==> src/rtl/flash_cmd_responder_if.sv <==
// flash_cmd_responder_if: command byte stream from the controller plus the read-back/status return path.
interface flash_cmd_responder_if;
    logic [7:0] IO;
    logic       IOValid;
    logic [7:0] RdData;
    logic       RdValid;
    logic       Busy;
    logic       Error;
    modport master (output IO, IOValid, input RdData, RdValid, Busy, Error);
    modport slave (input IO, IOValid, output RdData, RdValid, Busy, Error);
endinterface

==> src/rtl/flash_cmd_responder.sv <==
// flash_cmd_responder: decodes AA,55,<cmd> sequences, runs program/read/erase on a byte array, models busy time.
module flash_cmd_responder #(
    parameter int ADDR_W    = 4,
    parameter int PROG_CYC  = 4,
    parameter int ERASE_CYC = 8,
    parameter int CHIP_CYC  = 16
) (
    input logic SCL,
    input logic Reset,
    flash_cmd_responder_if.slave bus
);
    localparam int DEPTH = 2 ** ADDR_W;
    localparam int MAX_CYC = (PROG_CYC > ERASE_CYC) ? ((PROG_CYC > CHIP_CYC) ? PROG_CYC : CHIP_CYC)
                                                    : ((ERASE_CYC > CHIP_CYC) ? ERASE_CYC : CHIP_CYC);
    localparam int CNT_W = $clog2(MAX_CYC + 1);

    typedef enum logic [2:0] {IDLE, UNLK, CMD, PADDR, PDATA, RADDR, EADDR, BUSY} stateT;

    stateT               state, stateNext;
    logic [CNT_W-1:0]    cnt, cntNext;
    logic [ADDR_W-1:0]   addr, addrNext, ioAddr, wrAddr;
    logic [7:0]          mem [DEPTH];
    logic [7:0]          wrData, rdData;
    logic                wrEn, chipErase, rdNext, errNext, rdValid, error;

    assign ioAddr = bus.IO[ADDR_W-1:0];

    always_ff @(posedge SCL) begin
        if (Reset) begin
            state <= IDLE;
            cnt   <= '0;
            addr  <= '0;
        end else begin
            state <= stateNext;
            cnt   <= cntNext;
            addr  <= addrNext;
        end
    end

    always_comb begin
        stateNext = state;
        cntNext   = cnt;
        addrNext  = addr;
        errNext   = 1'b0;
        rdNext    = 1'b0;
        wrEn      = 1'b0;
        wrAddr    = addr;
        wrData    = 8'hFF;
        chipErase = 1'b0;
        if (state == BUSY) begin
            // Bytes arriving while busy are dropped; only the error pulse records them.
            cntNext   = cnt - CNT_W'(1);
            stateNext = (cnt == CNT_W'(1)) ? IDLE : BUSY;
            errNext   = bus.IOValid;
        end else if (bus.IOValid) begin
            case (state)
                IDLE: begin
                    stateNext = (bus.IO == 8'hAA) ? UNLK : IDLE;
                    errNext   = bus.IO != 8'hAA && bus.IO != 8'h00;
                end
                UNLK: begin
                    stateNext = (bus.IO == 8'h55) ? CMD : IDLE;
                    errNext   = bus.IO != 8'h55 && bus.IO != 8'h00;
                end
                CMD: begin
                    stateNext = IDLE;
                    case (bus.IO)
                        8'hB0: stateNext = PADDR;
                        8'hC0: stateNext = RADDR;
                        8'hD0: stateNext = EADDR;
                        8'hE0: begin
                            chipErase = 1'b1;
                            cntNext   = CNT_W'(CHIP_CYC);
                            stateNext = BUSY;
                        end
                        8'h00: stateNext = IDLE;
                        default: errNext = 1'b1;
                    endcase
                end
                PADDR: begin
                    addrNext  = ioAddr;
                    stateNext = PDATA;
                end
                PDATA: begin
                    // Programming can only clear bits, so the new value is ANDed into the old one.
                    wrEn      = 1'b1;
                    wrData    = mem[addr] & bus.IO;
                    cntNext   = CNT_W'(PROG_CYC);
                    stateNext = BUSY;
                end
                RADDR: begin
                    rdNext    = 1'b1;
                    addrNext  = ioAddr;
                    stateNext = IDLE;
                end
                EADDR: begin
                    wrEn      = 1'b1;
                    wrAddr    = ioAddr;
                    addrNext  = ioAddr;
                    cntNext   = CNT_W'(ERASE_CYC);
                    stateNext = BUSY;
                end
                default: stateNext = IDLE;
            endcase
        end
    end

    always_ff @(posedge SCL) begin
        if (Reset || chipErase) begin
            for (int i = 0; i < DEPTH; i++) mem[i] <= 8'hFF;
        end else if (wrEn) begin
            mem[wrAddr] <= wrData;
        end
    end

    always_ff @(posedge SCL) begin
        if (Reset) begin
            rdData  <= 8'h00;
            rdValid <= 1'b0;
            error   <= 1'b0;
        end else begin
            rdData  <= rdNext ? mem[ioAddr] : rdData;
            rdValid <= rdNext;
            error   <= errNext;
        end
    end

    assign bus.RdData  = rdData;
    assign bus.RdValid = rdValid;
    assign bus.Error   = error;
    assign bus.Busy    = state == BUSY;
endmodule

==> src/flat_wrapper.sv <==
// flat-port wrapper written by rule: the top's interface ports become plain ports
module flash_cmd_responder_flat 
#(
    parameter int ADDR_W    = 4,
    parameter int PROG_CYC  = 4,
    parameter int ERASE_CYC = 8,
    parameter int CHIP_CYC  = 16
)
  (SCL, Reset, bus_IO, bus_IOValid, bus_RdData, bus_RdValid, bus_Busy, bus_Error);
  flash_cmd_responder_if bus_i ();
  input logic SCL;
  input logic Reset;
  input wire logic [$bits(bus_i.IO)-1:0] bus_IO;
  input wire logic [$bits(bus_i.IOValid)-1:0] bus_IOValid;
  output wire logic [$bits(bus_i.RdData)-1:0] bus_RdData;
  output wire logic [$bits(bus_i.RdValid)-1:0] bus_RdValid;
  output wire logic [$bits(bus_i.Busy)-1:0] bus_Busy;
  output wire logic [$bits(bus_i.Error)-1:0] bus_Error;
  assign bus_i.IO = bus_IO;
  assign bus_i.IOValid = bus_IOValid;
  assign bus_RdData = bus_i.RdData;
  assign bus_RdValid = bus_i.RdValid;
  assign bus_Busy = bus_i.Busy;
  assign bus_Error = bus_i.Error;
  flash_cmd_responder #(.ADDR_W(ADDR_W), .PROG_CYC(PROG_CYC), .ERASE_CYC(ERASE_CYC), .CHIP_CYC(CHIP_CYC)) u_core (.SCL(SCL), .Reset(Reset), .bus(bus_i));
endmodule
==> config.mk <==
export PLATFORM = sky130hd
export DESIGN_NAME = flash_cmd_responder_flat
export DESIGN_NICKNAME = d
export VERILOG_FILES = /design/src/rtl/flash_cmd_responder_if.sv /design/src/rtl/flash_cmd_responder.sv /design/src/flat_wrapper.sv
export SDC_FILE = /design/constraint.sdc
export NUM_CORES = 1
export LEC_CHECK = 0
export CAP_MARGIN = 20
export CELL_PAD_IN_SITES_DETAIL_PLACEMENT = 1
export CELL_PAD_IN_SITES_GLOBAL_PLACEMENT = 1
export CORE_ASPECT_RATIO = 0.5
export CORE_UTILIZATION = 35
export DETAILED_ROUTE_END_ITERATION = 10
export GPL_ROUTABILITY_DRIVEN = 0
export GPL_TIMING_DRIVEN = 0
export MAX_ROUTING_LAYER = met4
export PLACE_DENSITY = 0.59
export SKIP_LAST_GASP = 1
export SLEW_MARGIN = 20
export SYNTH_ARGS = -nofsm -noshare
export SYNTH_HDL_FRONTEND = slang
export SYNTH_SLANG_ARGS = --single-unit
==> constraint.sdc <==
create_clock -name SCL -period 3.5 [get_ports SCL]
set_clock_uncertainty 0.2 [all_clocks]
set_input_delay 0.7 -clock SCL [delete_from_list [all_inputs] [get_ports SCL]]
set_output_delay 0.7 -clock SCL [all_outputs]
set_load 0.005 [all_outputs]
==> metrics.sh <==
H_TREE_LEVEL_COUNT=4
PEAKVDDDROP_uV=326.0
POST-SYNTH-TOP-COUNT-CELL='sky130_fd_sc_hd__nand3_1'
FLOORPLAN.DIE_AREA_SQ_UM=25350
ANTENNA_VIOLATING_NETS_POST_ROUTE=0
TIMING.CRITICAL_PATH.CELLS='clkdlybuf4s50_1 -> clkbuf_1 -> clkbuf_2 -> mux2i_1 -> nand3_1 -> o21ai_1 -> buf_4'
CLOCK.FMAX_MHz=284.0
YOSYS-TOP-CELLS-COUNT='sky130_fd_sc_hd__nand3_1, sky130_fd_sc_hd__edfxtp_1, sky130_fd_sc_hd__mux2i_1'
GRT_START_MAX_NET_PINS=17
DESIGN.CORE.AREA_SQ_UM=24120
FILLERINSTANCES=2556
DPL_WORST_SLACK_NS=-0.9406
GRT_PASS1_VIAS=6914
CRITICAL_PATH.ENDPOINT_TYPE='flop'
CRIT_PATH_LAUNCH_TYPE='input pin'
CLK-INSERTION-DELAY-LATE_NS=0.45
AVGROUTEDWIREPERCELL_UM=29.75
SYN-INSTANCE-COUNT=713
TIMING.CRITICAL_PATH.REQUIRED_NS=3.45
SYNTH.YOSYS.WARNINGS=0
SLEW_VIOL_FINAL=0
YOSYSSEQAREASHARE=0.5052
SYNTH_TOP_AREA_SHARE=0.4450
FIN_WORST_SETUP_SLACK_NS=-0.02091
DR_TOTAL_VIAS=6832
BUFFERS_FROM_CLOCK_ROOT_TO_SINK_AT_MOST=2
SYNTH.CELL_AREA_SQ_UM=8638
TRITONCTS.NUM_BUFFERS=17
SYNTH_FLOP_CELL='sky130_fd_sc_hd__edfxtp_1'
TIMING.FINAL.SETUP_VIOLATIONS=6
TIMING.SETUP.CRITICAL_PATH_CLASS='in2reg'
START_UTIL=0.3581
SYN_NETS=726
TOTAL_I_O_PIN_COUNT=22
FIRST_PASS_ITERS=5
CTS_ROOT_BUFFER='sky130_fd_sc_hd__clkbuf_16'
CP_SLOWEST_CELL='sky130_fd_sc_hd__o21ai_1'
CHIPWIDTH_UM=224.2
ROUTED_VIA_DENSITY=6.166
FAILED_CHECKS='setup timing'
TRACK_USAGE=0.2747
CELLLEAKAGEPOWER_nW=2.630
ANTENNA-DIODE-COUNT=0
ROUTED_WIRE_LENGTH_MM=32.97
DP_HPWL_MM=23.58
PORT_BUFFERS=17
CP.ARRIVAL_NS=3.47
CTS_HOLD_REPAIR.BUFFERS=0
INITIAL_DRT_MARKERS=559
PLACEMENTROWS=40
CRITPATHMAXFANOUT=10
TIMING_HOLD_VIOLATIONS_FINAL=0
POSTSYNTHAREAPERCELL_SQ_UM=12.12
LARGEST_INCREMENTAL_DELAY_ON_THE_CRITICAL_PATH_NS=0.54
PERIOD_NEEDED_NS=3.521
KIND_OF_CELL_ADDING_THE_MOST_DELAY_TO_THE_CRITICAL_PATH='buffers and inverters'
GLOBALROUTEOVERFLOWTOTAL=0
SYNTH-SEQ-CELLS=154
LAYOUT.CORE_UTILIZATION=0.4123
CELLPOWERDENSITY_nW_PER_UM2=421.0
AREA_GROWTH_FROM_SYNTHESIS_TO_FINAL_LAYOUT_PCT=15.15
MAXSLEWHEADROOM=0.4289
SETUP_REPAIR_AFTER_GLOBAL_ROUTING_MISSED_ITS_MARGIN='yes'
MAX_CAP_VIOLATIONS=0
GRT_FIRST_PASS_WIRELENGTH_MM=47.70
RESULT_OF_THE_RUN='finished with violations'
WORST_PATH_CLK_SLEW_NS=0.07
DR_DRC_COUNT=0
LIBRARY_CELLS_USED_BY_SYNTHESIS=53
NUMBER_OF_ANTENNA_VIOLATIONS_AT_THE_FIRST_CHECK_IN_GLOBAL_ROUTING=0
YOSYS_TOP_CELL_BY_AREA='sky130_fd_sc_hd__edfxtp_1'
YS_TOP_CELLS_BY_AREA='sky130_fd_sc_hd__edfxtp_1, sky130_fd_sc_hd__nand3_1, sky130_fd_sc_hd__mux4_2'
FIN_NETS=772
CRITPATHBUFINV=4
SYNTH-EDFF-COUNT=128
POSTSYNTH.ASYNCRESETSHARE=0
FLOORPLAN.DIE.HEIGHT_UM=113.1
TIMING_WORST_SLEW_PIN_VALUE_NS=0.8509
POST_ROUTE_CELLS_DRIVE_ABOVE_1_SHARE=0.1826
CTS_TREE='built'
CLOCK_SINKS=154
TIMING.FINAL.CRIT_SHARE=1.006
TIMING.HOLD.WORST.CLASS='reg2reg'
==> where the power goes <==
part | switching [mW] | internal, mW | total [mW]
clock | 0.910 | 1.01 | 1.92
sequential | 0.0163 | 2.00 | 2.02
combinational | 0.174 | 0.0743 | 0.248
==> tightest hold or removal path, cell delays in order, from the launching register on <==
cell,delay [ns]
sky130_fd_sc_hd__dfxtp_1,0.36
sky130_fd_sc_hd__nand4b_1,0.12
sky130_fd_sc_hd__a21oi_1,0.06
==> cells by family (layout without fill, tap and decap cells) <==
family | Yosys count | after routing | synth area share
adder cells (fa/ha/maj) | 2 | 2 | 0.002896
flip-flops | 154 | 154 | 0.5052
AND/OR/NAND/NOR | 280 | 280 | 0.2045
multiplexers | 107 | 107 | 0.1767
AO/OA/AOI/OAI | 101 | 101 | 0.07315
XOR/XNOR | 3 | 3 | 0.003042
buffers and inverters | 66 | 125 | 0.03447
==> registers in the layout, summed over array words and instances, names as in the netlist, named ones only <==
register / flops
u_core.mem: 128
u_core.bus.RdData: 8
u_core.cnt: 5
u_core.addr: 4
u_core.state: 3
u_core.bus.Error: 1
u_core.bus.RdValid: 1
==> layer usage <==
metal / track usage / vias to the layer above / share of wire
li1: - / 2934 / -
met1: 0.3799 / 3601 / 0.47
met2: 0.4112 / 259 / 0.45
met3: 0.05557 / 38 / 0.068
met4: 0.07347 / 0 / 0.018
met5: - / - / 0
==> cell type report <==
cell class | instances | area (sq um) | share of cell area
plain buffers | 61 | 281.5 | 0.02830
clock buffers | 17 | 425.4 | 0.04277
clock inverters | 15 | 156.4 | 0.01572
inverters | 5 | 18.77 | 0.001887
multi-input cells | 493 | 4035 | 0.4057
flip-flops and latches | 154 | 4364 | 0.4387
well taps | 336 | 420.4 | 0.04226
repair buffers | 27 | 245.2 | 0.02465
==> metrics by stage <==
step           power, mW  cells  TNS [ns]  cell area [sq um]  hold WS, ns
6_report           4.187   1108   -0.1030               9947       0.3841
4_1_cts            4.194   1105         0               9906       0.3824
5_1_grt            4.279   1108   -0.1828               9947       0.4139
2_1_floorplan      2.190    713         0               8638       0.2936
3_5_place_dp       2.300   1073    -89.04               9293       0.3682
3_3_place_gp       2.288   1066   -117.49               9229       0.3600
==> timing repair <==
| action | CTS | global route |
|---|---|---|
| buffers inserted | 0 | 3 |
| endpoints found under the setup margin | 112 | 50 |
| resized for setup | 6 | 7 |
==> cell usage in the layout, fill, tap and decap left out, types with 8 or more instances in the layout <==
| cell | count |
|---|---|
| sky130_fd_sc_hd__a211oi_1 | 8 |
| sky130_fd_sc_hd__a21oi_1 | 28 |
| sky130_fd_sc_hd__a22oi_1 | 16 |
| sky130_fd_sc_hd__buf_2 | 16 |
| sky130_fd_sc_hd__buf_4 | 16 |
| sky130_fd_sc_hd__clkbuf_1 | 34 |
| sky130_fd_sc_hd__clkbuf_16 | 17 |
| sky130_fd_sc_hd__clkdlybuf4s50_1 | 17 |
| sky130_fd_sc_hd__dfxtp_1 | 26 |
| sky130_fd_sc_hd__edfxtp_1 | 128 |
| sky130_fd_sc_hd__mux2i_1 | 67 |
| sky130_fd_sc_hd__mux4_2 | 32 |
| sky130_fd_sc_hd__nand2_1 | 33 |
| sky130_fd_sc_hd__nand2b_1 | 9 |
| sky130_fd_sc_hd__nand3_1 | 154 |
| sky130_fd_sc_hd__nor2b_1 | 12 |
| sky130_fd_sc_hd__nor4_1 | 18 |
| sky130_fd_sc_hd__nor4_4 | 17 |
| sky130_fd_sc_hd__o21ai_2 | 9 |
| sky130_fd_sc_hd__o22ai_1 | 8 |
==> worst paths after layout <==
path / endpoint / cells past startpoint / slack (ns) / from
worst max register to register: u_core.mem[4][2] / 7 / 0.27 / flop
worst min register to register: u_core.cnt[2] / 2 / 0.38 / u_core.cnt[2]
worst max-delay path: u_core.mem[14][2] / 7 / -0.02 / bus_IO[0]
worst min-delay path: u_core.cnt[2] / 2 / 0.38 / u_core.cnt[2]
Note: power is estimated with default switching activity, not from simulation.
